**src/rtl/decode_issue_ctrl.sv**
```systemverilog
// Fetch-to-decode sequencer: buffers fetched instructions, tags each with a major ID, issues under issue-queue credits, sequences decoder flushes.
// Latency: an instruction accepted at edge N is presented to the decoder after edge N+1 (empty FIFO, no stall, credits available).
// Backpressure: fetchReady_o drops on a full FIFO or during flush; stall_i freezes the decoder register; zero credits hold instructions in the FIFO.
module decode_issue_ctrl #(
  parameter int addressWidth            = 64,
  parameter int instructionWidth        = 32,
  parameter int PidSize                 = 20,
  parameter int TidSize                 = 16,
  parameter int instructionCounterWidth = 64,
  parameter int fifoDepth               = 4,
  parameter int numCredits              = 8,
  parameter int decodeLatency           = 3
) (
  input  logic                               clock_i,
  input  logic                               reset_i,
  input  logic                               fetchValid_i,
  output logic                               fetchReady_o,
  input  logic [instructionWidth-1:0]        fetchInstruction_i,
  input  logic [addressWidth-1:0]            fetchAddress_i,
  input  logic                               fetchIs64Bit_i,
  input  logic [PidSize-1:0]                 fetchPid_i,
  input  logic [TidSize-1:0]                 fetchTid_i,
  input  logic                               stall_i,
  input  logic                               creditReturn_i,
  input  logic                               flush_i,
  output logic                               decEnable_o,
  output logic                               decStall_o,
  output logic                               decReset_o,
  output logic [instructionWidth-1:0]        decInstruction_o,
  output logic [addressWidth-1:0]            decAddress_o,
  output logic                               decIs64Bit_o,
  output logic [PidSize-1:0]                 decPid_o,
  output logic [TidSize-1:0]                 decTid_o,
  output logic [instructionCounterWidth-1:0] decMajId_o,
  output logic [$clog2(numCredits+1)-1:0]    credits_o
);

  localparam int PtrW   = (fifoDepth > 1) ? $clog2(fifoDepth) : 1;
  localparam int CntW   = $clog2(fifoDepth + 1);
  localparam int CredW  = $clog2(numCredits + 1);
  localparam int DrainW = $clog2(decodeLatency + 1);

  typedef struct packed {
    logic [instructionWidth-1:0] instr;
    logic [addressWidth-1:0]     addr;
    logic                        is64;
    logic [PidSize-1:0]          pid;
    logic [TidSize-1:0]          tid;
  } entry_t;

  typedef enum logic {RUN, FLUSH} state_t;

  entry_t                             mem [fifoDepth];
  entry_t                             dec_q;
  logic [PtrW-1:0]                    wr_ptr;
  logic [PtrW-1:0]                    rd_ptr;
  logic [CntW-1:0]                    count;
  logic [CredW-1:0]                   credits;
  logic [DrainW-1:0]                  drain;
  logic [instructionCounterWidth-1:0] maj_cnt;
  state_t                             state;
  logic                               wr_en;
  logic                               issue;

  // Ready depends only on registered state so fetch never sees a combinational path from stall/credits.
  assign fetchReady_o = (state == RUN) && (count < CntW'(fifoDepth));
  assign wr_en        = fetchValid_i && fetchReady_o && !flush_i;
  assign issue        = (state == RUN) && !flush_i && !stall_i && (count != '0) && (credits != '0);

  assign decStall_o       = stall_i;
  assign decInstruction_o = dec_q.instr;
  assign decAddress_o     = dec_q.addr;
  assign decIs64Bit_o     = dec_q.is64;
  assign decPid_o         = dec_q.pid;
  assign decTid_o         = dec_q.tid;
  assign credits_o        = credits;

  // FIFO storage: plain data, no reset needed since count gates every read.
  always_ff @(posedge clock_i) begin
    if (reset_i && wr_en) begin
      mem[wr_ptr] <= '{instr: fetchInstruction_i, addr: fetchAddress_i, is64: fetchIs64Bit_i,
                       pid: fetchPid_i, tid: fetchTid_i};
    end
  end

  // Sequencer: RUN/FLUSH FSM, FIFO pointers, credits, major ID counter and decoder output register.
  always_ff @(posedge clock_i) begin
    if (!reset_i) begin
      state       <= RUN;
      drain       <= '0;
      wr_ptr      <= '0;
      rd_ptr      <= '0;
      count       <= '0;
      credits     <= CredW'(numCredits);
      maj_cnt     <= '0;
      dec_q       <= '0;
      decMajId_o  <= '0;
      decEnable_o <= 1'b0;
      decReset_o  <= 1'b1;
    end else if (flush_i) begin
      // Flush wins over stall and restarts the drain count even when already flushing.
      state       <= FLUSH;
      drain       <= DrainW'(decodeLatency);
      wr_ptr      <= '0;
      rd_ptr      <= '0;
      count       <= '0;
      decEnable_o <= 1'b0;
      decReset_o  <= 1'b1;
    end else if (state == FLUSH) begin
      // Decoder is held in reset until its pipeline has drained; returned credits are
      // meaningless here because the issue queue is refilled to full on exit.
      if (drain == DrainW'(1)) begin
        state      <= RUN;
        decReset_o <= 1'b0;
        credits    <= CredW'(numCredits);
      end else begin
        drain <= drain - 1'b1;
      end
    end else begin
      decReset_o <= 1'b0;
      if (wr_en) wr_ptr <= wr_ptr + 1'b1;
      if (issue) rd_ptr <= rd_ptr + 1'b1;
      count <= count + CntW'(wr_en) - CntW'(issue);

      // A return at full credit with no issue is dropped so the count saturates.
      if (issue && !creditReturn_i) begin
        credits <= credits - 1'b1;
      end else if (!issue && creditReturn_i && (credits != CredW'(numCredits))) begin
        credits <= credits + 1'b1;
      end

      if (!stall_i) begin
        decEnable_o <= issue;
        if (issue) begin
          dec_q      <= mem[rd_ptr];
          decMajId_o <= maj_cnt;
          maj_cnt    <= maj_cnt + 1'b1;
        end
      end
    end
  end

endmodule

```
**config.mk**
```make
export PLATFORM = sky130hd
export DESIGN_NAME = decode_issue_ctrl
export DESIGN_NICKNAME = d
export VERILOG_FILES = /design/src/rtl/decode_issue_ctrl.sv
export SDC_FILE = /design/constraint.sdc
export NUM_CORES = 1
export LEC_CHECK = 0
export BUFFER_PORTS_ARGS = -buffer_cell sky130_fd_sc_hd__buf_2
export CORE_ASPECT_RATIO = 1.2
export CORE_MARGIN = 3
export CORE_UTILIZATION = 25
export DETAILED_ROUTE_END_ITERATION = 7
export HOLD_SLACK_MARGIN = 0.08
export PLACE_DENSITY_LB_ADDON = 0.15
export SKIP_LAST_GASP = 1
export SLEW_MARGIN = 20
export SYNTH_ARGS = -nofsm -noshare
export SYNTH_HDL_FRONTEND = slang
export SYNTH_SLANG_ARGS = --single-unit
```
**constraint.sdc**
```tcl
create_clock -name clock_i -period 4.9 [get_ports clock_i]
set_input_delay 0.98 -clock clock_i [delete_from_list [all_inputs] [get_ports clock_i]]
set_output_delay 0.98 -clock clock_i [all_outputs]
set_load 0.005 [all_outputs]
```
==> flow_summary.toml, run 1 <==
[finish]
fin_cells = 4023
area_growth_pct = 22.5
layout-drive-gt1-share = 0.270
final-seq-area_sq_mm = 0.0215
nFillCells = 11800
multi_input_area_sq_mm = 0.00786
nets = 2543

[pwr]
power_density_mw_per_mm2 = 399
p_leak_nw = 12.1
p_total_mw = 14.6
vdd_drop_max_uv = 272

[routing]
ant_nets = 0
vias = 18200
totalWireLength_um = 82900
drtPass1Iterations = 5
wire_per_inst_um = 20.6
drc = 0
routed_via_density = 4.52
drt_iter0_markers = 973

[grt]
antenna_found_initial = 35
grt_pass1_vias = 19200
grt_overflow = 0
grt.total_usage = 0.133
grt_pass1_wl_um = 124000
grt_max_degree = 131

[setup_path]
path_cells = "nand3_1, nor4_1, nand4_1, or4_1, a21oi_1"
setup.worst_path.class = "flop to flop"
crit_path_end_kind = "flop"
rr_worst_depth = 5
worstPathArrival_ns = 3.77
required_ns = 5.47
setup.reg_to_reg.worst_slack_ns = 1.70
slowest_stage = "or4_1"
worstSetupStartpointType = "flop"
reg2reg_to = "maj_cnt[57]"
rr_startpoint = "maj_cnt[20]"
path_max_fanout = 16
crit_path_max_incr_delay_ns = 0.71

[clock_network]
cts_resized = 0
clk_pin_slew_ns = 0.06
clk_path_buf_depth = 3
clock_sink_count = 809
cts_hold_buf = 0
tritoncts = "yes"
cts_htree_levels = 3
clk_latency_ns = 0.67
postCtsSetupBuffers = 0
cts-root-buf = "clkbuf_16"
cts_made_buffers = 92

[sta]
clock_skew_ns = 0.0239
post-route-period-util = 0.653
slew_headroom = 0.272
hold_violations = 0
fin_crit_ns = 3.20
setup_viol = 0
rsz0062_at_grt = "no"
fmax_mhz = 313
slew_viol_final = 0
worstMarginPinSlew_ns = 1.08
final.setup.tns_ns = 0

[min_path]
hp-class = "flop to flop"
hold_path_depth = 2
hp-start = "decMajId_o[14]"
hold_end = "decMajId_o[14]"

[synth]
avgSynthCellArea_sq_um = 14.6
synth_fp_nets = 2204
ys_warn_count = 0
ys_ff_latch = 809
synth_top_area_cell = "edfxtp_1"
synth_cell_types = 54
ys_async_sr_fraction = 0
synth_flop_cell = "edfxtp_1"
synth_area_sq_mm = 0.0299
synth_edf_count = 532
synth-seq-area-share = 0.719
postSynthCellCount = 2054
netlist.area_leader.share = 0.534
synth_area_leaders = "edfxtp_1, dfxtp_1, mux4_2, nand2_1, a21oi_1"

[run_status]
status = "finished clean"

[floorplan]
core_sq_mm = 0.118
dieArea_sq_mm = 0.124
die_y_um = 385
fp-row-count = 138
die_w_um = 322
io_pins = 344
initial_core_util = 0.253

[placed_design]
portBuffers = 343
post-dp-hpwl_um = 48800
gp_congestion = 0.747
place_inst = 3839

[job]
maxCapViolCount = 0
-- sequential cells by signal, summed over array words and instances (netlist names), 2 cells and up --
signal	cells
drain	2
credits_o	4
maj_cnt	64
decAddress_o	64
wr_ptr	2
decMajId_o	64
count	3
rd_ptr	2
mem	532
decInstruction_o	32
decPid_o	20
decTid_o	16
-- cell usage after synthesis, drive strengths merged, types with 3 or more instances --
library cell	count
buf	11
xor2	13
nor4	11
ha	10
or3	14
mux2i	7
nand2b	6
nor2	41
a21oi	243
a31oi	3
and4	4
nand3	22
nand2	426
mux4	133
nor3	9
o31ai	26
nand4	27
dfxtp	277
and2	9
edfxtp	532
clkbuf	115
inv	17
and3	10
or4	32
o21ai	17
xnor2	12
or2	4
-- placed cells by master, fill, tap and decap left out, drive strengths merged, types with 2 or more instances in the layout --
cell	n
edfxtp	532
nand2	426
buf	371
dfxtp	277
a21oi	243
mux4	133
clkbuf	123
nor2	41
or4	32
clkinv	29
nand4	27
o31ai	26
inv	24
nand3	22
o21ai	17
diode	14
or3	14
xor2	13
xnor2	12
nor4	11
ha	10
bufinv	10
and3	10
nor3	9
and2	9
mux2i	7
nand2b	6
or2	4
and4	4
a31oi	3
clkinvlp	3
o211ai	2
a211oi	2
o21a	2
a41o	2
or4b	2
-- logic make-up after synthesis --
kind of cell,after synthesis,share of synthesized area
flops,809,0.719
simple gates,620,0.0926
compound gates,304,0.0548
buf+inv,145,0.0184
mux,140,0.102
xor+xnor,25,0.00732
fa+ha+maj,11,0.00485
-- layout make-up --
type / instances / share of cell area
flip-flops and latches: 809 / 0.588
multi-input cells: 1100 / 0.215
clock buffers: 123 / 0.0696
repair buffers: 371 / 0.0575
well taps: 1540 / 0.0526
clock inverters: 47 / 0.0147
inverters: 19 / 0.00236
diodes: 14 / 0.000956
-- worst max-delay path by stage --
stage / endpoint / slack [ns] / startpoint / cells after the start
6_report: maj_cnt[57] / 1.70 / maj_cnt[20] / 5
5_1_grt: maj_cnt[51] / 1.49 / maj_cnt[20] / 5
4_1_cts: maj_cnt[57] / 1.69 / maj_cnt[20] / 5
3_5_place_dp: credits_o[3] / 1.25 / flush_i / 8
3_3_place_gp: credits_o[3] / 1.25 / flush_i / 8
2_1_floorplan: count[2] / 1.27 / flush_i / 12
-- per-layer routing --
metal / track usage / routed length (um) / vias up
li1: - / - / 8401
met1: 0.158 / 34000 / 9165
met2: 0.227 / 40300 / 457
met3: 0.0481 / 6750 / 133
met4: 0.0399 / 1770 / 26
met5: 0 / 169 / -
-- through the flow --
stage	utilization	hold slack (ns)	worst slack (ns)	area [sq um]
2_1_floorplan	-	0.440	1.27	29900
3_3_place_gp	0.283	0.440	1.25	33500
3_5_place_dp	0.283	0.443	1.25	33500
4_1_cts	0.309	0.426	1.69	36600
5_1_grt	0.309	0.466	1.49	36600
6_report	0.310	0.448	1.70	36600
-- critical path, delay by kind of cell (launching register included) --
kind | cells | cell delay [ns]
compound gates | 1 | 0.14
flops | 1 | 0.40
simple gates | 4 | 2.56
-- power breakdown --
part	leakage [nW]	switching [mW]	total, mW	internal, mW
clock network	1.51	2.83	7.02	4.20
logic	3.58	0.181	0.277	0.0963
registers	7.03	0.0170	7.33	7.31
No activity file was read; power rests on OpenSTA's default activity.
==> run 2, diff against run 1 <==
--- a/config.mk
+++ b/config.mk
@@ -5,6 +5,7 @@
 export SDC_FILE = /design/constraint.sdc
 export NUM_CORES = 1
 export LEC_CHECK = 0
+export ABC_AREA = 1
 export BUFFER_PORTS_ARGS = -buffer_cell sky130_fd_sc_hd__buf_2
 export CORE_ASPECT_RATIO = 1.2
 export CORE_MARGIN = 3
==> constraint.sdc (replaced) <==
create_clock -name clock_i -period 3.3 [get_ports clock_i]
set_input_delay 0.66 -clock clock_i [delete_from_list [all_inputs] [get_ports clock_i]]
set_output_delay 0.66 -clock clock_i [all_outputs]
set_load 0.005 [all_outputs]
==> run 2 against run 1 <==
Against the previous run:
- sequential power increased by 50%
- final cell count increased by 22%
- maximum frequency increased by 33%
- register-to-register slack got worse by 0.80 ns
- area after synthesis increased by 3.6%
- via count increased by 22%
- final area increased by 3.6%
- clock power increased by 47%
- worst setup slack got worse by 0.80 ns
- first-iteration DRC count increased by 20%
- clock skew increased by 0.0062 ns
- largest cell class unchanged
- highest routed layer unchanged
==> flow_summary.toml, run 2 <==
[run_status]
status = "finished clean"

[finish]
top_register = "mem"
layout-drive-gt1-share = 0.177
largest_reg_flops = 532
fin_cells = 4927
final_cell_mix = "nor2_1, edfxtp_1, o21ai_0"
nets = 3360
fin_util = 0.310
stdcell_area_sq_mm = 0.0379
area_growth_pct = 22.4
final_common_cell = "nor2_1"

[routing]
vias = 22100
drtPass1Iterations = 6
drc = 0
totalWireLength_um = 96100
ant_nets = 0
routed_via_density = 4.49
drt_iter0_markers = 1168
wire_per_inst_um = 19.5

[pwr]
p_total_mw = 22.0
p_leak_nw = 13.8
vdd_drop_max_uv = 352
power_density_mw_per_mm2 = 579

[clock_network]
cts_htree_levels = 3
clock_sink_count = 809
clk_pin_slew_ns = 0.06
tritoncts = "yes"
postCtsSetupBuffers = 0
clk_latency_ns = 0.69
cts_resized = 0
cts_hold_buf = 0
cts-root-buf = "clkbuf_16"
clk_path_buf_depth = 3
cts_made_buffers = 92

[synth]
synthTopCellsByCount = "nor2_1, edfxtp_1, o21ai_0"
synth_flop_cell = "edfxtp_1"
synth_edf_count = 532
postSynthCellCount = 2885
ys_ff_latch = 809
ys_async_sr_fraction = 0
synth-seq-area-share = 0.695
synth_area_sq_mm = 0.0310
synth_area_leaders = "edfxtp_1, dfxtp_1, nor2_1, o21ai_0, nand2_1"
netlist.area_leader.share = 0.516
ys_warn_count = 0
synth_cell_types = 38
synth_top_area_cell = "edfxtp_1"
yosysMostFrequentCell = "nor2_1"
avgSynthCellArea_sq_um = 10.7
synth_fp_nets = 3035

[placed_design]
portBuffers = 343
gp_congestion = 0.817
place_inst = 4749
post-dp-hpwl_um = 60600
dpl-instance-area_sq_mm = 0.0348

[grt]
grt_overflow = 0
grt_max_degree = 150
antenna_found_initial = 23
grtUsageMet1 = 0.177
grt.busiest_layer = "met2"
grt.total_usage = 0.148
grt_pass1_vias = 22400
grt_pass1_wl_um = 143000
use_met3 = 0.0307
use_met2 = 0.258

[sta]
fin_crit_ns = 2.40
slew_viol_final = 0
setup_viol = 0
rsz0062_at_grt = "no"
worstMarginPinSlew_ns = 0.909
fmax_mhz = 417
hold_violations = 0
clock_skew_ns = 0.0301
slew_headroom = 0.394
post-route-period-util = 0.727
final.setup.tns_ns = 0

[setup_path]
crit_path_end_kind = "flop"
worstSetupStartpointType = "flop"
crit_path_max_incr_delay_ns = 0.39
worstPathArrival_ns = 3.00
slowest_stage = "fa_1"
path_buf_inv = 2
setup.worst_path.class = "flop to flop"
required_ns = 3.90
path_max_fanout = 6
crit_family = "adder cells"
path_cells = "nor2_1, nand2_2, nor2_4, inv_1, ha_1, inv_1, ha_1, fa_1, a21oi_1, o21a_1, o21ai_0, a21oi_1"

[floorplan]
initial_core_util = 0.253
die_y_um = 392
io_pins = 344
fp-row-count = 140
dieArea_sq_mm = 0.128
core_sq_mm = 0.122
die_w_um = 327

[min_path]
hp-class = "input pin to flop"

[job]
maxCapViolCount = 0
## run 2: metal layers
metal,share of wire,vias up
li1,-,10800
met1,0.43,10700
met2,0.49,456
met3,0.048,164
met4,0.031,22
met5,0.0014,-
## run 2: path summary, 6_finish.rpt
path	from	end	cells past startpoint	slack, ns
worst max-delay path	state	count[2]	12	0.90
worst min-delay path	fetchInstruction_i[0]	mem[2][101]	1	0.18
worst min register to register	decReset_o	decReset_o	2	0.45
worst max register to register	state	count[2]	12	0.90
## run 2: kinds of logic after synthesis
family          synth area share
buf+inv                   0.0372
simple gates               0.131
flops                      0.695
compound gates             0.130
xor+xnor                 0.00283
fa+ha+maj                0.00468
## run 2: per-stage QoR
step | setup WS [ns] | hold WS [ns]
after floorplan | -0.0941 | 0.442
after global placement | 0.593 | 0.439
after detailed placement | 0.618 | 0.445
after CTS | 0.882 | 0.0828
after global routing | 0.670 | 0.129
final | 0.902 | 0.182
## run 2: power by group
part | switching (mW) | total (mW) | internal, mW
Combinational | 0.428 | 0.651 | 0.223
Clock | 4.26 | 10.3 | 6.08
Sequential | 0.0563 | 11.0 | 10.9
Total | 4.75 | 22.0 | 17.2
## run 2: area by class of cell
| type | count | area (sq um) |
|---|---|---|
| Clock inverter | 46 | 442 |
| Sequential cell | 809 | 21500 |
| Timing Repair Buffer | 399 | 2440 |
| Fill cell | 12800 | 84300 |
| Multi-Input combinational cell | 1789 | 8370 |
| Inverter | 119 | 464 |
| Antenna cell | 7 | 17.5 |
| Tap cell | 1633 | 2040 |
| Clock buffer | 125 | 2630 |
